**src/rtl/alu_unit.sv**
```systemverilog
// 16-bit ALU: combinational result and zero flag, plus a clocked {N,Z,C,V} status register.
// Ports: clk, rst_n; ALU_InA/ALU_InB operands; ALU_cont op select; flag_en loads the flags;
//        ALU_output result, ALU_zero (result == 0), ALU_flags registered {N,Z,C,V}.
module alu_unit (
    input  logic        clk,
    input  logic        rst_n,
    input  logic [15:0] ALU_InA,
    input  logic [15:0] ALU_InB,
    input  logic [3:0]  ALU_cont,
    input  logic        flag_en,
    output logic [15:0] ALU_output,
    output logic        ALU_zero,
    output logic [3:0]  ALU_flags
);

    localparam logic [3:0] OP_ADD   = 4'b0000;
    localparam logic [3:0] OP_SUB   = 4'b0001;
    localparam logic [3:0] OP_SLL   = 4'b0010;
    localparam logic [3:0] OP_AND   = 4'b0011;
    localparam logic [3:0] OP_OR    = 4'b0100;
    localparam logic [3:0] OP_XOR   = 4'b0101;
    localparam logic [3:0] OP_NOR   = 4'b0110;
    localparam logic [3:0] OP_SLT   = 4'b0111;
    localparam logic [3:0] OP_SRL   = 4'b1000;
    localparam logic [3:0] OP_SRA   = 4'b1001;
    localparam logic [3:0] OP_SLTU  = 4'b1010;
    localparam logic [3:0] OP_PASSB = 4'b1011;
    localparam logic [3:0] OP_MUL   = 4'b1100;
    localparam logic [3:0] OP_ROL   = 4'b1101;
    localparam logic [3:0] OP_ROR   = 4'b1110;
    localparam logic [3:0] OP_PASSA = 4'b1111;

    logic [3:0]  w_sh;
    logic [4:0]  w_rsh;
    logic [16:0] w_sum;
    logic [16:0] w_diff;
    logic [15:0] w_prod;
    logic [15:0] w_rol;
    logic [15:0] w_ror;
    logic        w_slt;
    logic        w_c;
    logic        w_v;
    logic [15:0] w_res;

    assign w_sh   = ALU_InA[3:0];
    // Complementary amount for rotates; 16 when w_sh is 0 so that half vanishes.
    assign w_rsh  = 5'd16 - {1'b0, w_sh};
    assign w_sum  = {1'b0, ALU_InA} + {1'b0, ALU_InB};
    // Bit 16 of the extended difference is the unsigned borrow (A < B).
    assign w_diff = {1'b0, ALU_InA} - {1'b0, ALU_InB};
    assign w_prod = ALU_InA * ALU_InB;
    assign w_rol  = (ALU_InB << w_sh) | (ALU_InB >> w_rsh);
    assign w_ror  = (ALU_InB >> w_sh) | (ALU_InB << w_rsh);
    assign w_slt  = $signed(ALU_InA) < $signed(ALU_InB);

    always_comb begin
        w_res = 16'h0000;
        w_c   = 1'b0;
        w_v   = 1'b0;
        unique case (ALU_cont)
            OP_ADD: begin
                w_res = w_sum[15:0];
                w_c   = w_sum[16];
                w_v   = (ALU_InA[15] == ALU_InB[15]) &&
                        (w_sum[15] != ALU_InA[15]);
            end
            OP_SUB: begin
                w_res = w_diff[15:0];
                w_c   = w_diff[16];
                w_v   = (ALU_InA[15] != ALU_InB[15]) &&
                        (w_diff[15] != ALU_InA[15]);
            end
            OP_SLL:   w_res = ALU_InB << w_sh;
            OP_AND:   w_res = ALU_InA & ALU_InB;
            OP_OR:    w_res = ALU_InA | ALU_InB;
            OP_XOR:   w_res = ALU_InA ^ ALU_InB;
            OP_NOR:   w_res = ~(ALU_InA | ALU_InB);
            OP_SLT:   w_res = {15'd0, w_slt};
            OP_SRL:   w_res = ALU_InB >> w_sh;
            OP_SRA:   w_res = $unsigned($signed(ALU_InB) >>> w_sh);
            OP_SLTU:  w_res = {15'd0, w_diff[16]};
            OP_PASSB: w_res = ALU_InB;
            OP_MUL:   w_res = w_prod;
            OP_ROL:   w_res = w_rol;
            OP_ROR:   w_res = w_ror;
            OP_PASSA: w_res = ALU_InA;
            default:  w_res = 16'h0000;
        endcase
    end

    assign ALU_output = w_res;
    assign ALU_zero   = (w_res == 16'h0000);

    logic [3:0] r_flags;

    always_ff @(posedge clk or negedge rst_n) begin
        if (!rst_n) begin
            r_flags <= 4'b0000;
        end else if (flag_en) begin
            r_flags <= {w_res[15], ALU_zero, w_c, w_v};
        end
    end

    assign ALU_flags = r_flags;

endmodule

```
**config.mk**
```make
export PLATFORM = sky130hd
export DESIGN_NAME = alu_unit
export DESIGN_NICKNAME = d
export VERILOG_FILES = /design/src/rtl/alu_unit.sv
export SDC_FILE = /design/constraint.sdc
export NUM_CORES = 1
export LEC_CHECK = 0
export BUFFER_PORTS_ARGS = -buffer_cell sky130_fd_sc_hd__buf_2
export CAP_MARGIN = 25
export CORE_ASPECT_RATIO = 0.75
export CORE_MARGIN = 2
export CORE_UTILIZATION = 40
export DETAILED_ROUTE_END_ITERATION = 8
export HOLD_SLACK_MARGIN = 0.06
export PLACE_DENSITY_LB_ADDON = 0.05
export SLEW_MARGIN = 20
export SYNTH_ARGS = -nofsm -noshare
export SYNTH_HDL_FRONTEND = slang
export SYNTH_SLANG_ARGS = --single-unit
export TNS_END_PERCENT = 20
```
**constraint.sdc**
```tcl
create_clock -name clk -period 12.42 [get_ports clk]
set_input_delay 2.484 -clock clk [delete_from_list [all_inputs] [get_ports clk]]
set_output_delay 2.484 -clock clk [all_outputs]
set_load 0.02 [all_outputs]
```
==> results_dict.tcl <==
set metrics [dict create \
    largest_reg_flops 4 \
    grt_max_degree 64 \
    viasPerCell 6.66 \
    post_cts_buffers 0 \
    rows 52 \
    max_freq_ghz 0.0846 \
    max_stage_delay_ns 0.58 \
    cts_resized 0 \
    drt_first_pass_iters 9 \
    fin_skew_ns 0 \
    ant_nets 0 \
    dp_hpwl_um 42800 \
    synth-adder-area-share_pct 26.4 \
    fin_setup_tns_ns 0 \
    grt.overflow.total 0 \
    rsz0062_at_grt "false" \
    post-route-util_pct 42.9 \
    power_frac_comb_pct 95.9 \
    cts_tree "yes" \
    grt_pass1_wl_um 78500 \
    cap_violations 0 \
    grt_pass1_vias 10800 \
    synthMuxAreaShare_pct 16.4 \
    synth_simple_gate_area_share_pct 19.8 \
    outcome "complete, but fails checks" \
    placed_area_um2 11400 \
    syn-cell-area_um2 10900 \
    die_h_um 147 \
    synth_top_family_by_area "adder cells" \
    synth-xor-area-share_pct 4.43 \
    wirelength_um 54500 \
    p_sw_share_pct 61.5 \
    worst_pin_slew_ns 1.02 \
    gp_congestion 1.03 \
    synth.top_cells.by_area "fa_1 15%, ha_1 11%, mux4_2 11%" \
    synthDistinctLibCells 86 \
    whs_path_depth 2 \
    cts_buffers 3 \
    grt_use_total_pct 37.6 \
    final.min_clock_period_ns 11.82 \
    crit_path_top_delay_cell "or4_4" \
    crit_arrival_ns 9.33 \
    clkPwrFrac_pct 3.1 \
    synthCells 1410 \
    p_int_mw 0.609 \
    core_area_um2 26900 \
    vias 11700 \
    io_buffers 59 \
    p_sw_mw 0.972 \
    synth_fp_nets 1629 \
    hold_viol 0 \
    crit_path_start_kind "input pin" \
    path_class "input pin to output port" \
    setup_viol 0 \
    cpMostUsedCell "fa_1" \
    avgSynthCellArea_um2 7.72 \
    synth_flop_cell "dfrtp_1" \
    clk_pin_slew_ns 0.03 \
    power_density_nw_per_um2 137 \
    cts_hold_buf 0 \
    root_buffer "clkbuf_16" \
    clk_latency_ns 0.22 \
    avgRoutedWirePerCell_um 31.1 \
    yosysWarnings 0 \
    end_kind "output port" \
    dieWidth_um 194 \
    synth_top_cell_area_share_pct 15.1 \
    synth.largest_area_cell "fa_1" \
    rr_worst_depth 1 \
    antenna_found_initial 4 \
    cts_buffer_depth 2 \
    synth_compound_area_share_pct 21.0 \
    drc 6 \
    leakage_nw 5.05 \
    initial_utilization_pct 40.5 \
    boundaryPins 60 \
    post-route-period-util_pct 95.1 \
    cts.sinks 4 \
    cp_cell_sequence "buf_2, clkinv_1, nor2_1, fa_1, inv_1, fa_1, inv_1, fa_1, fa_1, inv_1, fa_1, fa_1, inv_1, ha_1, nand2b_1, o22ai_1, a211oi_1, nand4_1, nor3b_2, a32oi_1, o211a_1, or4_4, nor2_1, buf_2" \
    async_reset_ff_share_pct 100 \
    seq_power_share_pct 1.0 \
    crit_fanout 10 \
    nets 1621 \
    violations "design-rule violations" \
    synth-edff-count 0 \
    final_max_slew_viol_count 0 \
    drive_above_1_share_pct 14.3 \
    ys_seq_area_share_pct 0.920 \
    max-slew-margin-rel_pct 31.6 \
    htree_levels 1 \
    dieArea_um2 28600 \
    holdCritPathClass "flip-flop to flip-flop" \
    cp.required_ns 9.94 \
    synth_seq_cells 4 \
    syn2layout_area_growth_pct 5.88 \
    first_iter_violations 1855 \
    stdcell_area_um2 11500 \
    vdd_drop_max_mv 0.169 \
]
## path summary, 6_finish.rpt
path                                     startpoint                  endpoint  slack (ns)
max                                      ALU_InB[3]                  ALU_zero        0.60
max reg2reg                ALU_flags[3]$_DFFE_PN0P_  ALU_flags[3]$_DFFE_PN0P_       11.68
min                        ALU_flags[0]$_DFFE_PN0P_  ALU_flags[0]$_DFFE_PN0P_        0.47
max in group asynchronous                     rst_n  ALU_flags[2]$_DFFE_PN0P_       10.24
min in group asynchronous                     rst_n  ALU_flags[3]$_DFFE_PN0P_        2.06
min reg2reg                ALU_flags[0]$_DFFE_PN0P_  ALU_flags[0]$_DFFE_PN0P_        0.47
## power by group through the flow
stage          registers [mW]  clock network [mW]  logic (mW)
2_1_floorplan          0.0190                   0       0.977
3_3_place_gp           0.0162                   0        1.48
3_5_place_dp           0.0163                   0        1.47
4_1_cts                0.0164              0.0493        1.48
5_1_grt                0.0166              0.0507        1.65
6_report               0.0162              0.0491        1.52
## layout make-up
type	count	area [µm²]
diodes	1	2.50
clock buffers	3	75.1
fillers	2805	15300
inverters	172	646
multi-input cells	1115	9600
flip-flops and latches	4	100
well taps	351	439
repair buffers	106	663
## routing by layer
| layer | track usage (%) | share of wire (%) | up-vias |
|---|---|---|---|
| met1 | 57.4 | 45 | 5801 |
| met5 | 0 | 0.051 | - |
| li1 | - | - | 4992 |
| met2 | 51.7 | 39 | 778 |
| met4 | 7.88 | 2.7 | 4 |
| met3 | 11.0 | 13 | 92 |
## logic make-up after synthesis
logic type	after synthesis
muxes	110
xor gates and xnor gates	52
AOI/OAI and AO/OA	324
DFF	4
adders and majority gates	180
and+or+nand+nor	449
buffers and inverters	291
## cells in the mapped netlist (all sizes together), types with 8 or more instances
| library cell | instances |
|---|---|
| ha | 98 |
| a31oi | 12 |
| a211o | 12 |
| a211oi | 19 |
| mux2 | 17 |
| mux2i | 40 |
| a22oi | 17 |
| o21ai | 50 |
| o211ai | 10 |
| or3 | 11 |
| nor2 | 145 |
| nand3 | 22 |
| fa | 82 |
| o21a | 8 |
| nand2b | 16 |
| nor2b | 18 |
| inv | 167 |
| o21bai | 9 |
| xor2 | 11 |
| o22ai | 13 |
| a221oi | 9 |
| nor3 | 42 |
| clkbuf | 71 |
| nand3b | 10 |
| nor4 | 15 |
| o31ai | 10 |
| buf | 48 |
| a21o | 11 |
| nand2 | 118 |
| nor3b | 9 |
| mux4 | 53 |
| xnor2 | 41 |
| a21oi | 65 |
## stage by stage
stage / instances / setup slack [ns] / power [mW] / hold WS, ns
final: 1752 / 0.604 / 1.58 / 0.473
after detailed placement: 1747 / 0.720 / 1.49 / 0.473
after CTS: 1750 / 0.694 / 1.55 / 0.480
after global placement: 1747 / 0.841 / 1.49 / 0.472
after floorplan: 1410 / 0.609 / 0.996 / 0.588
after global routing: 1751 / 0.386 / 1.72 / 0.533
## critical path, delay by kind of cell
family	cells	cell delay [ns]
AO/OA/AOI/OAI	4	0.77
adder cells (fa/ha/maj)	7	3.11
AND/OR/NAND/NOR	6	1.53
buffers and inverters	7	1.43
## cells in the final DEF, fill, tap and decap left out, types with 11 or more instances in the layout
cell      count
a22oi_1      17
nand3_1      22
fa_1         82
inv_1       167
o21ai_0      50
a21oi_1      64
mux2_2       17
buf_2        58
nor4_1       15
nor2b_1      18
o22ai_1      13
buf_4        46
a211oi_1     18
a211o_1      12
nand2b_1     16
mux2i_1      40
a21o_1       11
a31oi_1      12
mux4_2       53
or3_1        11
xnor2_1      40
nand2_1     118
ha_1         97
nor3_1       42
nor2_1      145
Power figures use the tool's default switching activity.
